**src/rtl/mem_controller.sv**
```systemverilog
// Round-robin arbiter between NUM_CONSUMERS LSU ports and a single memory read/write port.
// One transaction in flight; mem valid rises one edge after grant, consumer ready one edge after mem ready.
module mem_controller #(
  parameter int NUM_CONSUMERS = 4,
  parameter int ADDR_BITS     = 8,
  parameter int DATA_BITS     = 8
) (
  input  logic                               clk,
  input  logic                               reset,
  input  logic [NUM_CONSUMERS-1:0]           consumer_read_valid,
  input  logic [NUM_CONSUMERS*ADDR_BITS-1:0] consumer_read_address,
  output logic [NUM_CONSUMERS-1:0]           consumer_read_ready,
  output logic [NUM_CONSUMERS*DATA_BITS-1:0] consumer_read_data,
  input  logic [NUM_CONSUMERS-1:0]           consumer_write_valid,
  input  logic [NUM_CONSUMERS*ADDR_BITS-1:0] consumer_write_address,
  input  logic [NUM_CONSUMERS*DATA_BITS-1:0] consumer_write_data,
  output logic [NUM_CONSUMERS-1:0]           consumer_write_ready,
  output logic                               mem_read_valid,
  output logic [ADDR_BITS-1:0]               mem_read_address,
  input  logic                               mem_read_ready,
  input  logic [DATA_BITS-1:0]               mem_read_data,
  output logic                               mem_write_valid,
  output logic [ADDR_BITS-1:0]               mem_write_address,
  output logic [DATA_BITS-1:0]               mem_write_data,
  input  logic                               mem_write_ready
);

  localparam int PW = (NUM_CONSUMERS > 1) ? $clog2(NUM_CONSUMERS) : 1;

  typedef enum logic [2:0] {
    IDLE,
    READ_WAITING,
    WRITE_WAITING,
    READ_RELAYING,
    WRITE_RELAYING
  } state_t;

  state_t                           state, state_nxt;
  logic [PW-1:0]                    grant_idx, grant_nxt;
  logic [PW-1:0]                    rr_ptr, rr_nxt;
  logic                             mrv_nxt, mwv_nxt;
  logic [ADDR_BITS-1:0]             mra_nxt, mwa_nxt;
  logic [DATA_BITS-1:0]             mwd_nxt;
  logic [NUM_CONSUMERS-1:0]         crr_nxt, cwr_nxt;
  logic [NUM_CONSUMERS*DATA_BITS-1:0] crd_nxt;

  logic                             found;
  logic                             sel_read;
  logic [PW-1:0]                    sel;
  logic [PW-1:0]                    scan_idx;
  int                               scan_sum;

  // First requester at or after rr_ptr wins; read beats write on the same port.
  always_comb begin
    found    = 1'b0;
    sel      = '0;
    sel_read = 1'b0;
    scan_sum = 0;
    scan_idx = '0;
    for (int k = 0; k < NUM_CONSUMERS; k++) begin
      scan_sum = int'(rr_ptr) + k;
      if (scan_sum >= NUM_CONSUMERS) scan_sum = scan_sum - NUM_CONSUMERS;
      scan_idx = scan_sum[PW-1:0];
      if (!found && (consumer_read_valid[scan_idx] || consumer_write_valid[scan_idx])) begin
        found    = 1'b1;
        sel      = scan_idx;
        sel_read = consumer_read_valid[scan_idx];
      end
    end
  end

  always_comb begin
    state_nxt = state;
    grant_nxt = grant_idx;
    rr_nxt    = rr_ptr;
    mrv_nxt   = mem_read_valid;
    mra_nxt   = mem_read_address;
    mwv_nxt   = mem_write_valid;
    mwa_nxt   = mem_write_address;
    mwd_nxt   = mem_write_data;
    crr_nxt   = consumer_read_ready;
    cwr_nxt   = consumer_write_ready;
    crd_nxt   = consumer_read_data;
    case (state)
      IDLE: begin
        if (found) begin
          grant_nxt = sel;
          rr_nxt    = (sel == PW'(NUM_CONSUMERS - 1)) ? '0 : sel + 1'b1;
          if (sel_read) begin
            mrv_nxt   = 1'b1;
            mra_nxt   = consumer_read_address[sel*ADDR_BITS +: ADDR_BITS];
            state_nxt = READ_WAITING;
          end else begin
            mwv_nxt   = 1'b1;
            mwa_nxt   = consumer_write_address[sel*ADDR_BITS +: ADDR_BITS];
            mwd_nxt   = consumer_write_data[sel*DATA_BITS +: DATA_BITS];
            state_nxt = WRITE_WAITING;
          end
        end
      end
      READ_WAITING: begin
        if (mem_read_ready) begin
          mrv_nxt                                    = 1'b0;
          crd_nxt[grant_idx*DATA_BITS +: DATA_BITS] = mem_read_data;
          crr_nxt[grant_idx]                         = 1'b1;
          state_nxt                                  = READ_RELAYING;
        end
      end
      WRITE_WAITING: begin
        if (mem_write_ready) begin
          mwv_nxt            = 1'b0;
          cwr_nxt[grant_idx] = 1'b1;
          state_nxt          = WRITE_RELAYING;
        end
      end
      // Ready is held until the granted consumer withdraws its request.
      READ_RELAYING: begin
        if (!consumer_read_valid[grant_idx]) begin
          crr_nxt[grant_idx] = 1'b0;
          state_nxt          = IDLE;
        end
      end
      WRITE_RELAYING: begin
        if (!consumer_write_valid[grant_idx]) begin
          cwr_nxt[grant_idx] = 1'b0;
          state_nxt          = IDLE;
        end
      end
      default: state_nxt = IDLE;
    endcase
  end

  always_ff @(posedge clk or negedge reset) begin
    if (!reset) begin
      state                <= IDLE;
      grant_idx            <= '0;
      rr_ptr               <= '0;
      mem_read_valid       <= 1'b0;
      mem_read_address     <= '0;
      mem_write_valid      <= 1'b0;
      mem_write_address    <= '0;
      mem_write_data       <= '0;
      consumer_read_ready  <= '0;
      consumer_write_ready <= '0;
      consumer_read_data   <= '0;
    end else begin
      state                <= state_nxt;
      grant_idx            <= grant_nxt;
      rr_ptr               <= rr_nxt;
      mem_read_valid       <= mrv_nxt;
      mem_read_address     <= mra_nxt;
      mem_write_valid      <= mwv_nxt;
      mem_write_address    <= mwa_nxt;
      mem_write_data       <= mwd_nxt;
      consumer_read_ready  <= crr_nxt;
      consumer_write_ready <= cwr_nxt;
      consumer_read_data   <= crd_nxt;
    end
  end

endmodule

```
**config.mk**
```make
export PLATFORM = sky130hd
export DESIGN_NAME = mem_controller
export DESIGN_NICKNAME = d
export VERILOG_FILES = /design/src/rtl/mem_controller.sv
export SDC_FILE = /design/constraint.sdc
export NUM_CORES = 1
export LEC_CHECK = 0
export ABC_AREA = 1
export BUFFER_PORTS_ARGS = -buffer_cell sky130_fd_sc_hd__buf_2
export CORE_AREA = 2 2 77 135
export DETAILED_ROUTE_END_ITERATION = 10
export DIE_AREA = 0 0 79 137
export PLACE_DENSITY = 0.8
export SYNTH_ARGS = -nofsm -noshare
export SYNTH_HDL_FRONTEND = slang
export SYNTH_SLANG_ARGS = --single-unit
```
**constraint.sdc**
```tcl
create_clock -name clk -period 2.5 [get_ports clk]
set_clock_uncertainty 0.15 [all_clocks]
set_input_delay 0.5 -clock clk [delete_from_list [all_inputs] [get_ports clk]]
set_output_delay 0.5 -clock clk [all_outputs]
set_load 0.005 [all_outputs]
```
==> metrics.log <==
[metrics] # nets final: between 1000 and 1500
[metrics] number of buffers created by CTS: 9
[metrics] area enclosed by the die boundary: 10800 µm²
[metrics] Critical Path AT: around 2.4 ns
[metrics] H-tree Lvls: 3
[metrics] average detailed-routed wire length per instance: approximately 14 µm
[metrics] Post-Syn Area: roughly 4800 µm²
[metrics] cell at the root of the clock tree: sky130_fd_sc_hd__clkbuf_16
[metrics] Via Count: 5190
[metrics] Row Count: 48
[metrics] hold buffers post-CTS: 0
[metrics] Max rail drop VDD: 1050 µV
[metrics] count of max-cap constraint violations: 0
[metrics] reg-to-reg slack, setup: 0.14 ns
[metrics] total global-route track usage: 0.256
[metrics] Fmax: around 0.42 GHz
[metrics] number of I/O pins: between 150 and 200
[metrics] clock share of power: 0.164
[metrics] time the worst path needs with I/O delays and setup: about 2.4 ns
[metrics] worst hold slack across all endpoints: -0.00323 ns
[metrics] slew at the pin closest to its max-slew limit: 0.554 ns
[metrics] portion of total power attributed to combinational logic: 0.620
[metrics] Starting Density: 0.490
[metrics] internal power: ~5100 µW
[metrics] final worst-path cycle share: 0.943
[metrics] layout overhead on the synthesized area: 32.0%
[metrics] number of antenna diodes: 0
[metrics] final number of max-transition violations: 0
[metrics] synthesis warning total: 0
[metrics] Post-Syn Nets: approximately 840
[metrics] total wirelength of the detailed-routed design: around 14000 µm
[metrics] Crit path required time: 2.57 ns
[metrics] filler instances: around 920
[metrics] maximum fanout along the worst path: 10
[metrics] share of cells above drive strength 1: 0.280
[metrics] router iterations before antenna repair: 5
[metrics] via-per-instance ratio: between 5 and 6
[metrics] HPWL Detailed: slightly above 10000 µm
[metrics] distinct cell type count of the synthesized netlist: 33
[metrics] sw power: ~4500 µW
[metrics] class of the worst hold path: in2async
[metrics] flip-flop and latch count after synthesis: 73
[metrics] leftover overflow at the end of global routing: 0
[metrics] register share of total power: 0.216
[metrics] RD Place Congestion: approximately 0.92
[metrics] Power Dens Cells: roughly 1500 nW/µm²
[metrics] TritonCTS clock tree: done
[metrics] Worst setup EP type: flip-flop
[metrics] clock slew seen by the registers of the worst setup and hold paths: roughly 0.06 ns
[metrics] Finished Core Util: 0.647
[metrics] Worst Setup Path Type: reg2reg
[metrics] iteration-0 DRC count of the detailed router: between 150 and 200
[metrics] Worst setup SP type: flip-flop
[metrics] Max Root-Sink Buffers: 2
[metrics] Setup WS pre-CTS: about 0.038 ns
[metrics] average instance area after synthesis: 6.64 µm²
[metrics] post-detailed-route DRC marker count: 0
[metrics] Core Area: 9730 µm²
[metrics] Port Buffer Count: between 150 and 200
[metrics] number of instances in the synthesized netlist: between 700 and 800
[metrics] antenna violations before repair: 0
[metrics] clk_lat worst skew: around 0.33 ns
[metrics] vertical die dimension: between 100 and 150 µm
[metrics] Reg-to-Reg Start: rr_ptr[0]
[metrics] number of setup violations in the final report: 0
[metrics] switching fraction of total power: 0.468
[metrics] final setup slack of the worst path: approximately 0.14 ns
[metrics] status: complete, but fails checks
[metrics] number of global-route vias before repair: 4815
[metrics] number of clock sinks seen by CTS: 73
[metrics] headroom to the max-slew limit: 0.629
[metrics] global-route wire length before repair: 22000 µm
[metrics] pin count of the biggest net entering global routing: between 40 and 50
[metrics] static leakage: between 0.003 and 0.004 µW
[metrics] final-report hold violation count: 9
[metrics] final cell count without fillers: 1031
[metrics] post-placement cell count: ~1000
[metrics] sequential area share after synthesis: 0.383
[metrics] violations in the final reports: hold timing
[metrics] post-route ant nets: 0
[metrics] width of the die: just under 80 µm
[metrics] Reg2Reg Depth: 15
[metrics] endpoint of the worst-slack reg-to-reg timing path: mem_read_address[0]
## cell type report
type                    count  area (µm²)  area share
clock buffers              10         239      0.0380
clock inverters             5         128      0.0203
inverters                  92         358      0.0568
multi-input cells         521        2410       0.383
flip-flops and latches     73        1830       0.291
well taps                 125         156      0.0248
repair buffers            205        1170       0.186
## power by group through the flow
stage / Sequential, µW / Clock [µW] / Combinational [µW]
global placement: 2060 / 0 / 5380
global route: 2130 / 1640 / 6700
detailed placement: 2070 / 0 / 5410
CTS: 2060 / 1600 / 5450
floorplan: 2060 / 0 / 3900
finish: 2070 / 1570 / 5940
## how the worst max path moves through the flow
stage                      startpoint                   end  slack [ns]
6_report                    rr_ptr[0]   mem_read_address[0]        0.14
5_1_grt                     rr_ptr[0]     mem_write_data[1]       -0.03
4_1_cts                     rr_ptr[0]   mem_read_address[3]        0.05
3_5_place_dp   consumer_read_valid[2]   mem_read_address[6]        0.04
3_3_place_gp   consumer_read_valid[1]  mem_write_address[7]        0.04
2_1_floorplan               rr_ptr[1]   mem_read_address[0]        0.42
## synthesized netlist by cell type (all sizes together)
cell type / instances / share of area
o211ai: 1 / 0.0016
nand4: 1 / 0.0013
inv: 90 / 0.072
nor2: 26 / 0.030
xnor2: 1 / 0.0018
clkbuf: 11 / 0.0087
o21ai: 52 / 0.055
dfrtp: 73 / 0.38
nand2: 295 / 0.24
buf: 22 / 0.033
and2: 2 / 0.0032
nand3b: 1 / 0.0016
ha: 5 / 0.013
nand3: 119 / 0.13
o21a: 2 / 0.0031
nor3: 5 / 0.0076
clkinv: 2 / 0.0016
o31ai: 4 / 0.0063
a21oi: 6 / 0.0063
## cells by family after synthesis
family          Yosys count  share of synthesized area
buf+inv                 125                      0.115
compound gates           65                     0.0727
simple gates            449                      0.414
flops                    73                      0.383
fa+ha+maj                 5                     0.0131
xor+xnor                  1                    0.00184
## repair_timing
action / 4_1_cts / 5_1_grt
setup endpoints to repair: 0 / 24
resized for setup: 0 / 9
buffers inserted: 0 / 7
## worst max-delay path, stage by stage (launching register included)
cell	delay, ns
sky130_fd_sc_hd__dfrtp_2	0.44
sky130_fd_sc_hd__buf_2	0.17
sky130_fd_sc_hd__nand2_1	0.09
sky130_fd_sc_hd__nand3_1	0.08
sky130_fd_sc_hd__and2_4	0.18
sky130_fd_sc_hd__nor2_4	0.18
sky130_fd_sc_hd__nand3_2	0.13
sky130_fd_sc_hd__nand2_2	0.08
sky130_fd_sc_hd__nand2_2	0.09
sky130_fd_sc_hd__nand2_4	0.15
sky130_fd_sc_hd__clkbuf_16	0.18
sky130_fd_sc_hd__nand2_1	0.07
sky130_fd_sc_hd__nand3_1	0.09
sky130_fd_sc_hd__nand2_1	0.06
sky130_fd_sc_hd__nand2_1	0.05
sky130_fd_sc_hd__nand2_1	0.04
## through the flow
stage / power (µW) / hold WS (ns) / area (µm²) / setup TNS (ns)
2_1_floorplan: 5960 / 0.0544 / 4770 / 0
3_3_place_gp: 7440 / 0.308 / 5790 / 0
3_5_place_dp: 7490 / 0.311 / 5790 / 0
4_1_cts: 9110 / 0.00861 / 6150 / 0
5_1_grt: 10500 / 0.0460 / 6290 / -0.0357
6_report: 9580 / -0.00323 / 6290 / 0
## routing by layer
| layer | routed length, µm | track usage | vias to the layer above | part of all wire |
|---|---|---|---|---|
| met5 | 0 | 0 | - | 0 |
| met4 | 694 | 0.150 | 0 | 0.050 |
| met3 | 894 | 0.0475 | 57 | 0.064 |
| met2 | 7470 | 0.460 | 248 | 0.53 |
| met1 | 4920 | 0.275 | 2269 | 0.35 |
| li1 | - | - | 2616 | - |
## cell usage in the layout (no fill, tap or decap), drive strengths merged, types with 2 or more instances in the layout
| cell | n |
|---|---|
| ha | 5 |
| inv | 89 |
| bufinv | 4 |
| o31ai | 4 |
| clkinv | 3 |
| o21ai | 52 |
| nand2 | 295 |
| buf | 202 |
| o21a | 2 |
| nor3 | 5 |
| dfrtp | 73 |
| a21oi | 6 |
| and2 | 2 |
| nor2 | 27 |
| clkbuf | 13 |
| nand3 | 119 |
Note: power is estimated with default switching activity, not from simulation.
